[src/rtl/uart_frame_parser_pkg.sv]
// rtl/uart_frame_parser_pkg.sv - shared types and constants for the UART frame parser
package uart_frame_pkg;

    typedef enum logic [1:0] {
        ST_HUNT    = 2'd0,
        ST_LEN     = 2'd1,
        ST_PAYLOAD = 2'd2,
        ST_CHECK   = 2'd3
    } state_e;

    localparam logic [1:0] ERR_NONE    = 2'd0;
    localparam logic [1:0] ERR_LEN     = 2'd1;
    localparam logic [1:0] ERR_CHK     = 2'd2;
    localparam logic [1:0] ERR_TIMEOUT = 2'd3;

    localparam logic [7:0] DEFAULT_SYNC_BYTE = 8'hA5;

endpackage

[src/rtl/uart_frame_parser_if.sv]
// rtl/uart_frame_parser_if.sv - byte-in / payload-and-result-out bundle of the frame parser
interface uart_frame_parser_if;

    logic       i_RX_DV;
    logic [7:0] i_RX_Byte;
    logic       o_Data_DV;
    logic [7:0] o_Data_Byte;
    logic       o_Frame_OK;
    logic       o_Frame_Err;
    logic [1:0] o_Err_Code;
    logic       o_Busy;

    modport slave (
        input  i_RX_DV,
        input  i_RX_Byte,
        output o_Data_DV,
        output o_Data_Byte,
        output o_Frame_OK,
        output o_Frame_Err,
        output o_Err_Code,
        output o_Busy
    );

    modport master (
        output i_RX_DV,
        output i_RX_Byte,
        input  o_Data_DV,
        input  o_Data_Byte,
        input  o_Frame_OK,
        input  o_Frame_Err,
        input  o_Err_Code,
        input  o_Busy
    );

endinterface

[src/rtl/uart_frame_parser_timeout.sv]
// rtl/uart_frame_parser_timeout.sv - inter-byte idle timer, expires after TIMEOUT_CLKS idle clocks
module frame_timeout #(
    parameter int TIMEOUT_CLKS = 8680
) (
    input  logic clk,
    input  logic rst_n,
    input  logic enable_i,
    input  logic clear_i,
    output logic expire_o
);

    localparam int CNT_W = $clog2(TIMEOUT_CLKS);
    localparam logic [CNT_W-1:0] CNT_LAST = CNT_W'(TIMEOUT_CLKS - 1);

    logic [CNT_W-1:0] cnt_q;
    logic [CNT_W-1:0] cnt_d;

    // Held at zero while disabled so every frame starts from a fresh count.
    always_comb begin
        cnt_d = cnt_q;
        if (clear_i || !enable_i) begin
            cnt_d = '0;
        end else if (cnt_q != CNT_LAST) begin
            cnt_d = cnt_q + CNT_W'(1);
        end
    end

    always_ff @(posedge clk or negedge rst_n) begin
        if (!rst_n) begin
            cnt_q <= '0;
        end else begin
            cnt_q <= cnt_d;
        end
    end

    assign expire_o = enable_i && !clear_i && (cnt_q == CNT_LAST);

endmodule

[src/rtl/uart_frame_parser.sv]
// rtl/uart_frame_parser.sv - sync hunt, length/checksum validation and cut-through payload output
module uart_frame_parser
    import uart_frame_pkg::*;
#(
    parameter logic [7:0] SYNC_BYTE    = DEFAULT_SYNC_BYTE,
    parameter int         MAX_LEN      = 16,
    parameter int         TIMEOUT_CLKS = 8680
) (
    input  logic               i_Clock,
    input  logic               i_Rst_L,
    uart_frame_parser_if.slave bus
);

    localparam int IDX_W = $clog2(MAX_LEN + 1);
    localparam logic [7:0] MAX_LEN_B = 8'(MAX_LEN);

    logic rst_meta_q;
    logic rst_sync_q;
    logic rst_n;

    // Assertion is immediate; release is retimed onto the clock.
    always_ff @(posedge i_Clock or negedge i_Rst_L) begin
        if (!i_Rst_L) begin
            rst_meta_q <= 1'b0;
            rst_sync_q <= 1'b0;
        end else begin
            rst_meta_q <= 1'b1;
            rst_sync_q <= rst_meta_q;
        end
    end

    assign rst_n = rst_sync_q;

    state_e           state_q,     state_d;
    logic [IDX_W-1:0] len_q,       len_d;
    logic [IDX_W-1:0] idx_q,       idx_d;
    logic [7:0]       sum_q,       sum_d;
    logic             data_dv_q,   data_dv_d;
    logic [7:0]       data_byte_q, data_byte_d;
    logic             ok_q,        ok_d;
    logic             err_q,       err_d;
    logic [1:0]       err_code_q,  err_code_d;

    logic             busy;
    logic             tmr_expire;
    logic [IDX_W-1:0] idx_inc;

    assign busy    = (state_q != ST_HUNT);
    assign idx_inc = idx_q + IDX_W'(1);

    frame_timeout #(
        .TIMEOUT_CLKS(TIMEOUT_CLKS)
    ) u_timeout (
        .clk      (i_Clock),
        .rst_n    (rst_n),
        .enable_i (busy),
        .clear_i  (bus.i_RX_DV),
        .expire_o (tmr_expire)
    );

    // A byte strobe takes priority over a simultaneous timer expiry.
    always_comb begin
        state_d     = state_q;
        len_d       = len_q;
        idx_d       = idx_q;
        sum_d       = sum_q;
        data_dv_d   = 1'b0;
        data_byte_d = data_byte_q;
        ok_d        = 1'b0;
        err_d       = 1'b0;
        err_code_d  = err_code_q;

        if (bus.i_RX_DV) begin
            case (state_q)
                ST_HUNT: begin
                    if (bus.i_RX_Byte == SYNC_BYTE) begin
                        state_d = ST_LEN;
                        sum_d   = '0;
                        idx_d   = '0;
                    end
                end
                ST_LEN: begin
                    if ((bus.i_RX_Byte == 8'd0) || (bus.i_RX_Byte > MAX_LEN_B)) begin
                        err_d      = 1'b1;
                        err_code_d = ERR_LEN;
                        state_d    = ST_HUNT;
                    end else begin
                        len_d   = bus.i_RX_Byte[IDX_W-1:0];
                        sum_d   = bus.i_RX_Byte;
                        state_d = ST_PAYLOAD;
                    end
                end
                ST_PAYLOAD: begin
                    data_dv_d   = 1'b1;
                    data_byte_d = bus.i_RX_Byte;
                    sum_d       = sum_q + bus.i_RX_Byte;
                    idx_d       = idx_inc;
                    if (idx_inc == len_q) begin
                        state_d = ST_CHECK;
                    end
                end
                ST_CHECK: begin
                    if (bus.i_RX_Byte == sum_q) begin
                        ok_d = 1'b1;
                    end else begin
                        err_d      = 1'b1;
                        err_code_d = ERR_CHK;
                    end
                    state_d = ST_HUNT;
                end
                default: begin
                    state_d = ST_HUNT;
                end
            endcase
        end else if (tmr_expire) begin
            err_d      = 1'b1;
            err_code_d = ERR_TIMEOUT;
            state_d    = ST_HUNT;
        end
    end

    always_ff @(posedge i_Clock or negedge rst_n) begin
        if (!rst_n) begin
            state_q     <= ST_HUNT;
            len_q       <= '0;
            idx_q       <= '0;
            sum_q       <= '0;
            data_dv_q   <= 1'b0;
            data_byte_q <= '0;
            ok_q        <= 1'b0;
            err_q       <= 1'b0;
            err_code_q  <= ERR_NONE;
        end else begin
            state_q     <= state_d;
            len_q       <= len_d;
            idx_q       <= idx_d;
            sum_q       <= sum_d;
            data_dv_q   <= data_dv_d;
            data_byte_q <= data_byte_d;
            ok_q        <= ok_d;
            err_q       <= err_d;
            err_code_q  <= err_code_d;
        end
    end

    assign bus.o_Data_DV   = data_dv_q;
    assign bus.o_Data_Byte = data_byte_q;
    assign bus.o_Frame_OK  = ok_q;
    assign bus.o_Frame_Err = err_q;
    assign bus.o_Err_Code  = err_code_q;
    assign bus.o_Busy      = busy;

endmodule

[src/flat_wrapper.sv]
// flat-port wrapper written by rule: the top's interface ports become plain ports
module uart_frame_parser_flat import uart_frame_pkg::*;
#(
    parameter logic [7:0] SYNC_BYTE    = DEFAULT_SYNC_BYTE,
    parameter int         MAX_LEN      = 16,
    parameter int         TIMEOUT_CLKS = 8680
)
  (i_Clock, i_Rst_L, bus_i_RX_DV, bus_i_RX_Byte, bus_o_Data_DV, bus_o_Data_Byte, bus_o_Frame_OK, bus_o_Frame_Err, bus_o_Err_Code, bus_o_Busy);
  uart_frame_parser_if bus_i ();
  input  logic i_Clock;
  input  logic i_Rst_L;
  input wire logic [$bits(bus_i.i_RX_DV)-1:0] bus_i_RX_DV;
  input wire logic [$bits(bus_i.i_RX_Byte)-1:0] bus_i_RX_Byte;
  output wire logic [$bits(bus_i.o_Data_DV)-1:0] bus_o_Data_DV;
  output wire logic [$bits(bus_i.o_Data_Byte)-1:0] bus_o_Data_Byte;
  output wire logic [$bits(bus_i.o_Frame_OK)-1:0] bus_o_Frame_OK;
  output wire logic [$bits(bus_i.o_Frame_Err)-1:0] bus_o_Frame_Err;
  output wire logic [$bits(bus_i.o_Err_Code)-1:0] bus_o_Err_Code;
  output wire logic [$bits(bus_i.o_Busy)-1:0] bus_o_Busy;
  assign bus_i.i_RX_DV = bus_i_RX_DV;
  assign bus_i.i_RX_Byte = bus_i_RX_Byte;
  assign bus_o_Data_DV = bus_i.o_Data_DV;
  assign bus_o_Data_Byte = bus_i.o_Data_Byte;
  assign bus_o_Frame_OK = bus_i.o_Frame_OK;
  assign bus_o_Frame_Err = bus_i.o_Frame_Err;
  assign bus_o_Err_Code = bus_i.o_Err_Code;
  assign bus_o_Busy = bus_i.o_Busy;
  uart_frame_parser #(.SYNC_BYTE(SYNC_BYTE), .MAX_LEN(MAX_LEN), .TIMEOUT_CLKS(TIMEOUT_CLKS)) u_core (.i_Clock(i_Clock), .i_Rst_L(i_Rst_L), .bus(bus_i));
endmodule
[config.mk]
export PLATFORM = sky130hd
export DESIGN_NAME = uart_frame_parser_flat
export DESIGN_NICKNAME = d
export VERILOG_FILES = /design/src/rtl/uart_frame_parser_pkg.sv /design/src/rtl/uart_frame_parser_if.sv /design/src/rtl/uart_frame_parser_timeout.sv /design/src/rtl/uart_frame_parser.sv /design/src/flat_wrapper.sv
export SDC_FILE = /design/constraint.sdc
export NUM_CORES = 1
export LEC_CHECK = 0
export CAP_MARGIN = 10
export CORE_MARGIN = 2
export CORE_UTILIZATION = 57
export DETAILED_ROUTE_END_ITERATION = 16
export PLACE_DENSITY = 0.78
export RECOVER_POWER = 50
export SYNTH_ARGS = -nofsm -noshare
export SYNTH_HDL_FRONTEND = slang
export SYNTH_SLANG_ARGS = --single-unit
[constraint.sdc]
create_clock -name i_Clock -period 2 [get_ports i_Clock]
set_input_delay 0.4 -clock i_Clock [delete_from_list [all_inputs] [get_ports i_Clock]]
set_output_delay 0.4 -clock i_Clock [all_outputs]
set_load 0.02 [all_outputs]
After elaboration in Yosys (flattened, before gate mapping). Index checks and enable logic that the tools add are counted.

Bitwise logic cells: 1. Add/sub/neg operators: 3. Reduce and logical (&&, ||, !) cells: 19. Equality and inequality tests: 15. Order comparisons: 1. Mux-type cells: 28.

Operator list (count): $mux 14 (2); $pmux 8 s3 (1); $mux 2 (9); $mux 8 (2); $add 14x1->14 const B (1); $eq 14x14->1 const B (1); $ne 14x14->1 const B (1); $pmux 5 s2 (1); $mux 1 (9); $ne 3x2->1 const B (3); $reduce_and 3->1 (3); $add 8x8->8 (1); $eq 8x8->1 (1); $eq 8x8->1 const B (1); $gt 8x5->1 const B (1); $logic_not 8->1 (1); $pmux 2 s4 (1); $reduce_and 4->1 (2); $reduce_bool 2->1 (4); $add 5x1->5 const B (1); $eq 5x5->1 (1); $mux 5 (1); $eq 2x2->1 const B (2); $pmux 2 s2 (1); other kinds (13) (16).

Register bits: 49. Output and inout port bits: 14. Logic and storage cells: 79.

Logic depth before layout (Yosys ltp).
Word-level depth: 5. Mapped depth: 8. Mapped depth without buffers: 7.

By module. A second synthesis with hierarchy kept.

Cells, all modules: 289. Area total of the unflattened synthesis: 2851.5 um2.

Modules (own cells, without submodules): uart_frame_parser (cells an instance 204, instances 1, area each 2058.2 um2); frame_timeout (cells an instance 85, instances 1, area each 793.3 um2).

Worst setup path after synthesis. OpenSTA, ideal clock, no wires.

Path type: reg-to-reg. Start: reg u_core.u_timeout.cnt_q[11]. End: reg u_core.state_q[0]. Required time: 1875 ps. Buffers on the path: 1. Data arrival time: 2072 ps. Slack: -197 ps. Cell stages (with the launch flop): 7. Cells stage by stage: dfrtp_1 -> or4b_1 -> or4_1 -> buf_6 -> a2bb2oi_2 -> a21oi_2 -> mux2_2.

Longest elaborated chain between the ends: 4.

Ends and longest elaborated chain: from (decl) (line uart_frame_parser_timeout.sv:15) `logic [CNT_W-1:0] cnt_q;`; from (signal assigned) (line uart_frame_parser_timeout.sv:32) `cnt_q <= cnt_d;`; $eq 14x14->1 (line uart_frame_parser_timeout.sv:36) `assign expire_o = enable_i && !clear_i && (cnt_q == CNT_LAST);`; $logic_and 1x1->1 (line uart_frame_parser_timeout.sv:36); $reduce_bool 2->1 (no source line); $reduce_and 3->1 (no source line); to (signal assigned) (line uart_frame_parser.sv:134) `state_q <= state_d;`; to (decl) (line uart_frame_parser.sv:34) `state_e state_q, state_d;`.

No other way between the ends. A chain may end at the register's enable or synchronous reset.

Worst setup path after layout.
Start: reg u_core.u_timeout.cnt_q[12]. End: reg u_core.state_q[0].

Same word-level chain as after synthesis.

==> flow_results.org <==
** Detailed routing
- Once detail routing completed, the nets flagged for antenna violations numbered 0.
- Via-to-Cell Ratio :: 5.86
- Total DRC errors in the routed layout :: 0
- The detailed router finished its first iteration with 230 violations.
- For this block, the via count after detailed routing is 2,466.
- The final layout contains routed wiring with a total length of 7.12 mm.
- Post-detailed-route wirelength per cell :: 16.9 µm
- TritonRoute pass-1 iters :: 4

** CTS
- Number of buffers created by CTS :: 5
- Insertion delay of the later-clocked pin in the worst-skew pair :: between 0.3 and 0.4 ns
- CTS sink count :: 49
- Hold repair after CTS inserted 0 buffers.
- CTS tree :: done
- The clock tree synthesis step divided the H-tree into 2 levels.
- Maximum buffer depth of the clock tree :: 2
- Cell chosen for the clock root :: clkbuf_8
- Clock input transition at the sequential cells of the worst setup and hold paths :: 0.09 ns

** Layout
- Non-Filler Cell Area, Final :: around 0.0037 mm²
- Area added between synthesis and finish :: 34.5%
- Count of filler cells inserted in the layout :: 300
- In the final layout, the share of cells above drive strength 1 is 0.286.
- Antenna diodes :: 0
- For this run, the post-layout net count is 391.

** Power and ir drop
- Static leakage :: 1.77 nW
- Of the total power, the share spent switching nets is 0.383.
- Clock power share :: 0.163
- Power spent charging and discharging nets :: 1.66 mW
- Part of the total power dissipated in combinational logic :: 0.514
- Of the total power, registers draw 0.322.
- Peak supply drop :: 0.000783 V
- Internal power contribution :: roughly 2.7 mW
- Power per cell area :: 1170 mW/mm²

** Setup path
- Startpoint class of the critical path :: flop
- At the worst endpoint, the arrival time is 2.30 ns.
- Sequence of cells on the critical path :: or4b_4 -> or4_4 -> a2bb2oi_4 -> a21oi_4 -> mux2_4
- Cell with the biggest individual delay on the critical path :: or4b_4
- Data required time at the worst endpoint :: between 2 and 2.5 ns
- Type of element capturing the critical path :: flop
- Of all nets on the critical path, the largest fanout is 2.
- By startpoint and endpoint, the worst setup path is classified as flop to flop.
- On the worst path, the slowest cell contributes a delay of 0.53 ns.

** Global routing
- The number of antenna violations at the first check in global routing came to 0.
- GRT Total Usage :: 0.283
- Number of global-route vias before repair :: 2,475
- Summed over all layers, the global routing overflow is 0.
- Global-route wire length before repair :: 11.8 mm
- Largest net degree at the start of global routing :: 39

** Timing
- After routing, the total negative slack on setup checks comes to -0.110 ns.
- The number of max-slew violations in the final report was 0.
- Dividing the final minimum period by the clock period gives 1.05.
- Setup violations remaining at the end of the flow were counted as 2.
- Headroom to the max-slew limit came out at 0.368.
- The smallest clock period supported by the final layout is computed as roughly 2.1 ns.
- Transition time at the pin with the least slew margin :: between 0.9 and 1 ns
- Worst clock skew on the final layout :: around 0.0084 ns
- Unrepaired setup endpoints after global routing :: true
- Highest attainable clock frequency :: 476 MHz
- Post-layout worst setup margin :: -0.0995 ns
- The final number of hold-violating endpoints came to 0.

** Status
- Violated checks :: setup timing
- The flow ran to the end, but the final reports show violations.

** Synth
- After synthesis the netlist holds a flip-flop and latch count of 49.
- For this run, the register share of the synthesized area comes to 0.445.
- Yosys attributes the largest share of cell area to dfrtp_1, ha_1, nand2_1.
- The netlist uses 55 different library cells.
- When the netlist entered floorplanning its net count stood at 305.
- In this run, synthesis inferred 0 flip-flops with an integrated enable.
- Dominant register cell in the synthesized netlist :: dfrtp_1
- After synthesis the cells add up to 0.00276 mm².
- Counting every instance in the synthesized netlist gives 280.
- Top cells by instance count after synthesis :: dfrtp_1, nand2_1, o21ai_0
- The share of synthesized area in the top cell type comes to 0.445.
- Synthesized area per cell :: around 10 µm²
- After synthesis, the share of flip-flops with an asynchronous set or reset is 1.00.
- Yosys top cell by area :: dfrtp_1
- Among all cell types in the netlist, the one instantiated most often is dfrtp_1.
- Count of yosys warnings during synthesis :: 0

** Run
- MaxCap Viol Count :: 0

** Floorplan
- The die is 73.5 µm tall.
- 25 I/O pins were placed.
- Standard cell core area :: 0.00469 mm²
- Die area :: approximately 0.0054 mm²
- The initialized floorplan defines 25 standard-cell rows.
- Width of the die :: 73.5 µm
- Starting utilization of the core area :: 0.587

** Placement
- The wire-length estimate of the detail-placed layout is 5.09 mm.
- Routability-driven placement finished with a final weighted congestion of 0.877.
- Buffers placed on the I/O ports in this run total 24.
- The placed instances occupy a cell area of 0.00349 mm².

** Worst hold path
- Class of the tightest hold or removal check :: flop to asynchronous set/reset pin
==> worst max-delay path, delay by kind of cell (launching register included) <==
kind	cells	cell delay [ns]
AOI/OAI and AO/OA	2	0.32
and+or+nand+nor	2	0.98
DFF	1	0.38
muxes	1	0.31
==> placed cells by master (no fill, tap or decap), types with 3 or more instances in the layout <==
cell type | Yosys | layout
a21o_1 | 3 | 3
a21oi_1 | 7 | 7
a22oi_1 | 4 | 4
and3_1 | 9 | 9
buf_4 | 1 | 59
clkbuf_8 | 0 | 5
clkdlybuf4s50_1 | 0 | 16
dfrtp_1 | 49 | 48
dlygate4sd2_1 | 0 | 5
ha_1 | 13 | 11
inv_1 | 8 | 7
mux2_2 | 6 | 5
mux2i_1 | 3 | 3
nand2_1 | 41 | 41
nand2b_1 | 3 | 3
nand3_1 | 5 | 5
nand4_1 | 4 | 4
nor2_1 | 20 | 19
nor3_1 | 6 | 5
o21ai_0 | 21 | 19
o21bai_1 | 3 | 3
o31ai_2 | 0 | 4
or3_1 | 3 | 3
xnor2_1 | 14 | 14
xor2_1 | 6 | 6
==> metrics by stage <==
stage / hold slack (ns) / util / total power, mW / worst slack, ns / std cells
3_3_place_gp: 0.130 / 0.744 / 3.40 / -0.504 / 410
4_1_cts: 0.148 / 0.781 / 4.23 / -0.0985 / 420
2_1_floorplan: 0.104 / - / 2.62 / -0.112 / 280
3_5_place_dp: 0.138 / 0.744 / 3.48 / -0.579 / 410
6_report: 0.125 / 0.790 / 4.34 / -0.0995 / 421
5_1_grt: 0.147 / 0.790 / 4.59 / -0.142 / 421
==> cell families (layout without fill, tap and decap cells) <==
kind of cell             Yosys count  after routing  synth area share
buffers and inverters             16            103            0.0286
multiplexers                       9              9            0.0354
AND/OR/NAND/NOR                  105            105             0.185
other                              1              1           0.00136
AO/OA/AOI/OAI                     64             64             0.158
XOR/XNOR                          22             22            0.0808
flip-flops                        49             49             0.445
adder cells (fa/ha/maj)           14             14            0.0663
==> area by class of cell <==
type	count	area, µm²	area share
clock inverter	2	35.0	0.00945
sequential	49	1230	0.331
inverter	8	30.0	0.00810
timing repair buffer	87	709	0.191
multi-input combinational	215	1560	0.422
clock buffer	6	72.6	0.0196
tap	54	67.6	0.0182
==> flip-flops by register name (all words and copies together) (netlist names) <==
register / cells
u_core.rst_n: 1
u_core.rst_meta_q: 1
u_core.bus.o_Frame_OK: 1
u_core.bus.o_Err_Code: 2
u_core.bus.o_Frame_Err: 1
u_core.state_q: 2
u_core.len_q: 5
u_core.idx_q: 5
u_core.bus.o_Data_DV: 1
u_core.bus.o_Data_Byte: 8
u_core.sum_q: 8
u_core.u_timeout.cnt_q: 14
==> worst paths after layout <==
check	startpoint	to	slack [ns]	cells past startpoint
max	u_core.u_timeout.cnt_q[12]	u_core.state_q[0]	-0.1	5
min	u_core.rst_n	u_core.u_timeout.cnt_q[1]	0.13	0
max reg2reg	u_core.u_timeout.cnt_q[12]	u_core.state_q[0]	-0.1	5
min reg2reg	u_core.rst_n	u_core.u_timeout.cnt_q[1]	0.13	0
max in group asynchronous	u_core.rst_n	u_core.u_timeout.cnt_q[12]	0.70	1
min in group i_Clock	u_core.rst_meta_q	u_core.rst_n	0.37	0
==> power by group through the flow <==
stage | Combinational [mW] | Sequential (mW) | Clock [mW]
floorplan | 1.09 | 1.52 | 0
global placement | 2.00 | 1.41 | 0
detailed placement | 2.06 | 1.42 | 0
CTS | 2.12 | 1.40 | 0.713
global route | 2.42 | 1.42 | 0.749
finish | 2.23 | 1.40 | 0.709
==> timing repair <==
| action | CTS | global route |
|---|---|---|
| pin swaps | 10 | 8 |
| endpoints found under the hold margin | 0 | 0 |
| cloned | 0 | 0 |
| gates resized for setup | 22 | 13 |
| endpoints found under the setup margin | 20 | 11 |
| setup buffers | 2 | 1 |
==> routing by layer <==
layer | routed length, µm | vias to the layer above | GRT usage
li1 | - | 1168 | -
met1 | 3050 | 1215 | 0.390
met2 | 3610 | 66 | 0.464
met3 | 260 | 17 | 0.0288
met4 | 192 | 0 | 0.105
met5 | 0 | - | 0
(Power assumes the default switching activity.)
